**src/rtl/game_sequencer.sv**
```systemverilog
// Game-flow controller for the VGA shooter: gates sprite motion, re-initialises
// sprites, and tracks lives and level across play, hit pauses and wave clears.
module game_sequencer #(
  parameter int LIVES        = 3,
  parameter int PAUSE_FRAMES = 60,
  parameter int NUM_ENE      = 12,
  parameter int MAX_LEVEL    = 7
) (
  input  logic               clk,
  input  logic               rst,
  input  logic               pixpulse,
  input  logic               frame,
  input  logic               start,
  input  logic               player_hit,
  input  logic [NUM_ENE-1:0] broken,
  output logic               move_out,
  output logic               sprite_rst,
  output logic [2:0]         state,
  output logic [3:0]         lives,
  output logic [2:0]         level
);

  typedef enum logic [2:0] {
    S_IDLE  = 3'd0,
    S_PLAY  = 3'd1,
    S_HIT   = 3'd2,
    S_CLEAR = 3'd3,
    S_OVER  = 3'd4
  } state_t;

  state_t      r_state;
  logic [3:0]  r_lives;
  logic [2:0]  r_level;
  logic [7:0]  r_cnt;
  logic        r_start_d;
  logic        r_sprite_rst;

  logic        w_start_rise;
  logic        w_fev;
  logic [7:0]  w_cnt_inc;
  logic        w_pause_done;

  assign w_start_rise = start & ~r_start_d;
  // frame spans exactly one pixpulse, so this fires once per frame
  assign w_fev        = frame & pixpulse;
  assign w_cnt_inc    = r_cnt + 8'd1;
  assign w_pause_done = w_fev && (w_cnt_inc == 8'(PAUSE_FRAMES));

  assign move_out   = frame & (r_state == S_PLAY);
  assign sprite_rst = r_sprite_rst;
  assign state      = r_state;
  assign lives      = r_lives;
  assign level      = r_level;

  always_ff @(posedge clk or posedge rst) begin
    if (rst) begin
      r_state      <= S_IDLE;
      r_lives      <= 4'd0;
      r_level      <= 3'd0;
      r_cnt        <= 8'd0;
      r_start_d    <= 1'b0;
      r_sprite_rst <= 1'b1;
    end else begin
      r_start_d <= start;
      case (r_state)
        S_IDLE: begin
          r_sprite_rst <= 1'b1;
          if (w_start_rise) begin
            r_lives      <= 4'(LIVES);
            r_level      <= 3'd0;
            r_sprite_rst <= 1'b0;
            r_state      <= S_PLAY;
          end
        end
        S_PLAY: begin
          r_sprite_rst <= 1'b0;
          if (player_hit) begin
            if (r_lives != 4'd0) r_lives <= r_lives - 4'd1;
            r_cnt   <= 8'd0;
            r_state <= (r_lives <= 4'd1) ? S_OVER : S_HIT;
          end else if (&broken) begin
            r_cnt   <= 8'd0;
            r_state <= S_CLEAR;
          end
        end
        S_HIT: begin
          r_sprite_rst <= 1'b0;
          if (w_fev) r_cnt <= w_cnt_inc;
          if (w_pause_done) r_state <= S_PLAY;
        end
        S_CLEAR: begin
          r_sprite_rst <= 1'b0;
          if (w_fev) r_cnt <= w_cnt_inc;
          // one-clk re-init pulse lands on the first PLAY cycle
          if (w_pause_done) begin
            if (r_level < 3'(MAX_LEVEL)) r_level <= r_level + 3'd1;
            r_sprite_rst <= 1'b1;
            r_state      <= S_PLAY;
          end
        end
        S_OVER: begin
          r_sprite_rst <= 1'b0;
          if (w_start_rise) begin
            r_sprite_rst <= 1'b1;
            r_state      <= S_IDLE;
          end
        end
        default: begin
          r_sprite_rst <= 1'b1;
          r_state      <= S_IDLE;
        end
      endcase
    end
  end

endmodule

```
**config.mk**
```make
export PLATFORM = sky130hd
export DESIGN_NAME = game_sequencer
export DESIGN_NICKNAME = d
export VERILOG_FILES = /design/src/rtl/game_sequencer.sv
export SDC_FILE = /design/constraint.sdc
export NUM_CORES = 1
export LEC_CHECK = 0
export ABC_CLOCK_PERIOD_IN_PS = 2900
export CAP_MARGIN = 25
export CORE_ASPECT_RATIO = 1.4
export CORE_MARGIN = 3
export CORE_UTILIZATION = 52
export CTS_CLUSTER_SIZE = 12
export DETAILED_ROUTE_END_ITERATION = 7
export PLACE_DENSITY = 0.81
export RECOVER_POWER = 25
export SYNTH_ARGS = -nofsm -noshare
export SYNTH_HDL_FRONTEND = slang
export SYNTH_SLANG_ARGS = --single-unit
export TNS_END_PERCENT = 5
```
**constraint.sdc**
```tcl
create_clock -name clk -period 2.9 [get_ports clk]
set_input_delay 0.435 -clock clk [delete_from_list [all_inputs] [get_ports clk]]
set_output_delay 0.435 -clock clk [all_outputs]
set_load 0.05 [all_outputs]
```
# [Yosys cells after proc, flatten, opt, wreduce, memory -nomap -nowiden]
# Cells that the tools add are included.
[word_totals] register_bits=20 rom_bits=0 elab_cells=64 out_inout_bits=12 input_bits=18 memories=0 ram_bits=0 latchBits=0
[classes] eq_ne=14 bitwise_logic=4 shifts=0 n_mul=0 magnitude_cmp=2 n_mux=22 addsub=3 n_reduce_logical=13 n_div=0
[ops] cell="3-bit 2-to-1 mux" n=8
[ops] cell="8-bit 2-to-1 mux" n=3
[ops] cell="8-bit one-hot mux with 2 select lines" n=1
[ops] cell="4-bit 2-to-1 mux" n=3
[ops] cell="3-bit one-hot mux with 4 select lines" n=1
[ops] cell="12-bit AND reduction" n=1
[ops] cell="4-bit AND reduction" n=3
[ops] cell="2-bit != test (second input constant)" n=5
[ops] cell="8-bit by 1-bit adder with 8-bit output (second input constant)" n=1
[ops] cell="8-bit by 6-bit == test with 1-bit output (second input constant)" n=1
[ops] cell="4-bit one-hot mux with 2 select lines" n=1
[ops] cell="3-bit by 2-bit == test with 1-bit output (second input constant)" n=2
[ops] cell="2-bit by 1-bit != test with 1-bit output (second input constant)" n=3
[ops] cell="3-bit one-hot mux with 2 select lines" n=1
[ops] cell="2-bit nonzero test" n=3
[ops] cell="4-bit by 1-bit less-or-equal comparator with 1-bit output (second input constant)" n=1
[ops] cell="1-bit one-hot mux with 4 select lines" n=1
[ops] cell="4-bit nonzero test" n=1
[ops] cell="2-bit OR reduction" n=2
[ops] cell="4-bit by 1-bit subtractor with 4-bit output (second input constant)" n=1
[ops] cell="3-bit by 1-bit adder with 3-bit output (second input constant)" n=1
[ops] cell="1-bit bitwise AND" n=3
[ops] cell="3-bit by 1-bit == test with 1-bit output (second input constant)" n=1
[ops] cell="3-bit == test (second input constant)" n=1
[ops] cell="7 further kinds" n=9

# [Depth between registers and ports, before layout]
[logic_depth] word_depth=5 ltp_mapped=6 depth_no_buf=6

# [Worst setup path after synthesis]
# No wires, ideal clock.
[synth_timing] path_type="reg2out" startpoint="register r_state[1], in the netlist state[1]" endpoint="output move_out" slack_ps=994 path_stages_with_launch=4 arrival_ps=1471 required_ps=2465 n_path_buf=1 path_cell_list="dfrtp_1 > buf_6 > nor3b_4 > and2_1"
[synth_via] elab_chain_len=2
[synth_rtl] item="start: declaration" line_no="31" text="state_t r_state;"
[synth_rtl] item="start signal: assignment" line_no="80" text="r_state <= (r_lives <= 4'd1) ? S_OVER : S_HIT;"
[synth_rtl] item="3-bit by 1-bit == test with 1-bit output" line_no="49" text="assign move_out = frame & (r_state == S_PLAY);"
[synth_rtl] item="1-bit bitwise AND" line_no="49"
[synth_rtl] item="end: declaration" line_no="16" text="output logic move_out,"
# No other way between the ends.

# [Worst setup path after layout]
# Same ends and word-level chain as after synthesis.

==> flow_summary.toml <==
[die]
start_util = 0.553
rows = 20
die_w_um = 46.9
die_area_sq_mm = 0.00297
die_y_um = 63.3
core_area_sq_mm = 0.00220
ios = 30

[timing]
relSlewSlack = 0.453
period_share = 0.925
fin_crit_ns = 2.68
maxSlewViolCount = 0
fin_worst_skew_ns = 0.00454
fmax_mhz = 373
finalHoldViolCount = 0
setup-tns-final_ns = 0
rsz0062_at_grt = "false"
worstMarginPinSlew_ns = 0.813
setup_violations = 0

[power]
ir_drop_mv = 0.596
p_leak_uw = 0.000657
powerDensity_mw_per_mm2 = 876

[clock_network]
cts_tree = "yes"
path_clk_slew_ns = 0.11
htree_levels = 1
clk_path_buf_depth = 2
post_cts_buffers = 0
cts_resized = 0
clock-sinks = 20
ctsHoldBuffers = 0
cts-root-buf = "clkbuf_4"
cts_buffers = 3
clock_latency_ns = 0.30

[global_route]
grt_pass1_vias = 1104
antenna_found_initial = 0
grt-ovfl-total = 0
grt_pass1_wl_mm = 4.80
grt_max_degree = 21
grt_use_total = 0.219

[cells_and_area]
finish.utilization = 0.701
diodes = 0
area_growth_pct = 26.6
drive_above_1_share = 0.0764
nets = 180

[synth]
synth-edff-count = 0
ys.flop_type = "dfrtp_1"
syn_nets = 151
synth-seq-cells = 20
syn_inst = 129
synth_warnings = 0
yosysUniqueCellTypes = 42
async_reset_ff_frac = 1.00
ys_seq_area_frac = 0.412
avgSynthCellArea_sq_um = 9.45
syn-cell-area_sq_mm = 0.00122

[worst_hold_path]
hold_class = "register to register"
hold-path-cell-count = 1
hold-path-endpoint = "r_cnt[1]$_DFFE_PP0P_"
hold_start = "r_cnt[1]$_DFFE_PP0P_"

[critical_path]
crit_required_ns = 2.47
r2r_slack_ns = 0.90
arrival_ns = 2.25
cp_max_fo = 18
critPathCaptureType = "output port"
start_kind = "register"
r2r_start = "state[1]$_DFFE_PP0P_"
r2r_end = "r_cnt[7]$_DFFE_PP0P_"
worstRegToRegCells = 4
crit_type = "register to output port"

[placement]
hpwl_mm = 2.13
gp_congestion = 0.903
io_buffers = 29

[routing]
drtIter0Drc = 38
via_count = 1119
remaining_drc_errors = 0
vias_per_cell = 6.25
ant_nets = 0
avgRoutedWirePerCell_um = 16.3
drt_first_pass_iters = 4
wl_mm = 2.91

[run]
maxCapViolCount = 0

[status]
status = "finished clean"
==> through the flow <==
stage	power [uW]	std cells	setup WS (ns)	hold WS (ns)	area, sq um
6_report	1350	179	0.217	0.551	1540
5_1_grt	1450	179	0.0753	0.570	1540
4_1_cts	1350	179	0.236	0.550	1540
3_5_place_dp	1180	175	0.582	0.524	1510
3_3_place_gp	1170	175	0.617	0.512	1510
2_1_floorplan	986	129	0.994	0.398	1220
==> final cells by class <==
type,instances,area (sq um)
fillers,197,659
multi-input cells,96,657
flip-flops and latches,20,502
repair buffers,29,290
clock buffers,4,36.3
inverters,8,30.0
well taps,22,27.5
==> synth_stat cells (2+ instances only) <==
| cell type | number | share of area |
|---|---|---|
| dfrtp_1 | 19 | 0.39 |
| nand2_1 | 12 | 0.037 |
| inv_1 | 8 | 0.025 |
| nor2_1 | 8 | 0.025 |
| o21ai_0 | 7 | 0.029 |
| nand4_1 | 6 | 0.031 |
| nand3_1 | 5 | 0.021 |
| nand3b_1 | 5 | 0.031 |
| a22o_1 | 4 | 0.029 |
| ha_1 | 4 | 0.041 |
| nand2b_1 | 4 | 0.021 |
| a21oi_1 | 3 | 0.012 |
| a41oi_1 | 3 | 0.022 |
| buf_2 | 3 | 0.012 |
| mux2i_1 | 3 | 0.025 |
| nor3_1 | 3 | 0.012 |
| a31oi_1 | 2 | 0.010 |
| and3_1 | 2 | 0.010 |
| mux2_2 | 2 | 0.018 |
| o211ai_1 | 2 | 0.012 |
| or3_1 | 2 | 0.010 |
| or4_1 | 2 | 0.012 |
==> layer usage <==
metal  part of all wire  vias to the layer above  wire length [um]  global-route usage
met3              0.046                        9               134              0.0343
met4              0.025                        0                74               0.111
met5                  0                        -                 0                   0
met2               0.53                       41              1540               0.361
met1               0.40                      529              1160               0.258
li1                   -                      540                 -                   -
==> how the worst max path moves through the flow <==
| stage | slack (ns) | from | cells after the start | to |
|---|---|---|---|---|
| finish | 0.22 | state[1]$_DFFE_PP0P_ | 3 | move_out |
| CTS | 0.24 | state[1]$_DFFE_PP0P_ | 3 | move_out |
| global placement | 0.62 | state[1]$_DFFE_PP0P_ | 3 | move_out |
| global route | 0.08 | state[1]$_DFFE_PP0P_ | 3 | move_out |
| floorplan | 0.99 | state[1]$_DFFE_PP0P_ | 3 | move_out |
| detailed placement | 0.58 | state[1]$_DFFE_PP0P_ | 3 | move_out |
==> power breakdown <==
part	total (uW)	internal, uW	switching [uW]
combinational	671	276	395
clock	163	76.6	86.1
sequential	518	371	147
total	1350	723	629
==> worst max-delay path, stage by stage, from the launching register on <==
cell and delay (ns):
dfrtp_1 0.60, nor3b_4 0.38, and2_1 0.17, clkdlybuf4s50_1 0.79
==> sequential cells by signal (all words and copies together), names as in the netlist <==
name,flops
r_cnt,8
lives,4
level,3
state,3
r_start_d,1
sprite_rst,1
==> cells in the final DEF, fill, tap and decap left out, types with 3 or more instances in the layout <==
master / count
a21oi_1: 3
a22o_1: 4
a41oi_1: 3
clkbuf_4: 3
clkdlybuf4s50_1: 27
dfrtp_1: 19
ha_1: 4
inv_1: 8
mux2i_1: 3
nand2_1: 12
nand2b_1: 4
nand3_1: 5
nand3b_1: 5
nand4_1: 6
nor2_1: 8
nor3_1: 3
o21ai_0: 7
==> kinds of logic (layout without fill, tap and decap cells) <==
kind of cell,after synthesis,after routing,share of synthesized area
and+or+nand+nor,57,57,0.271
buffers and inverters,13,41,0.0493
DFF,20,20,0.412
AOI/OAI and AO/OA,30,30,0.184
adders and majority gates,4,4,0.0411
muxes,5,5,0.0431
No activity file was read; power rests on OpenSTA's default activity.
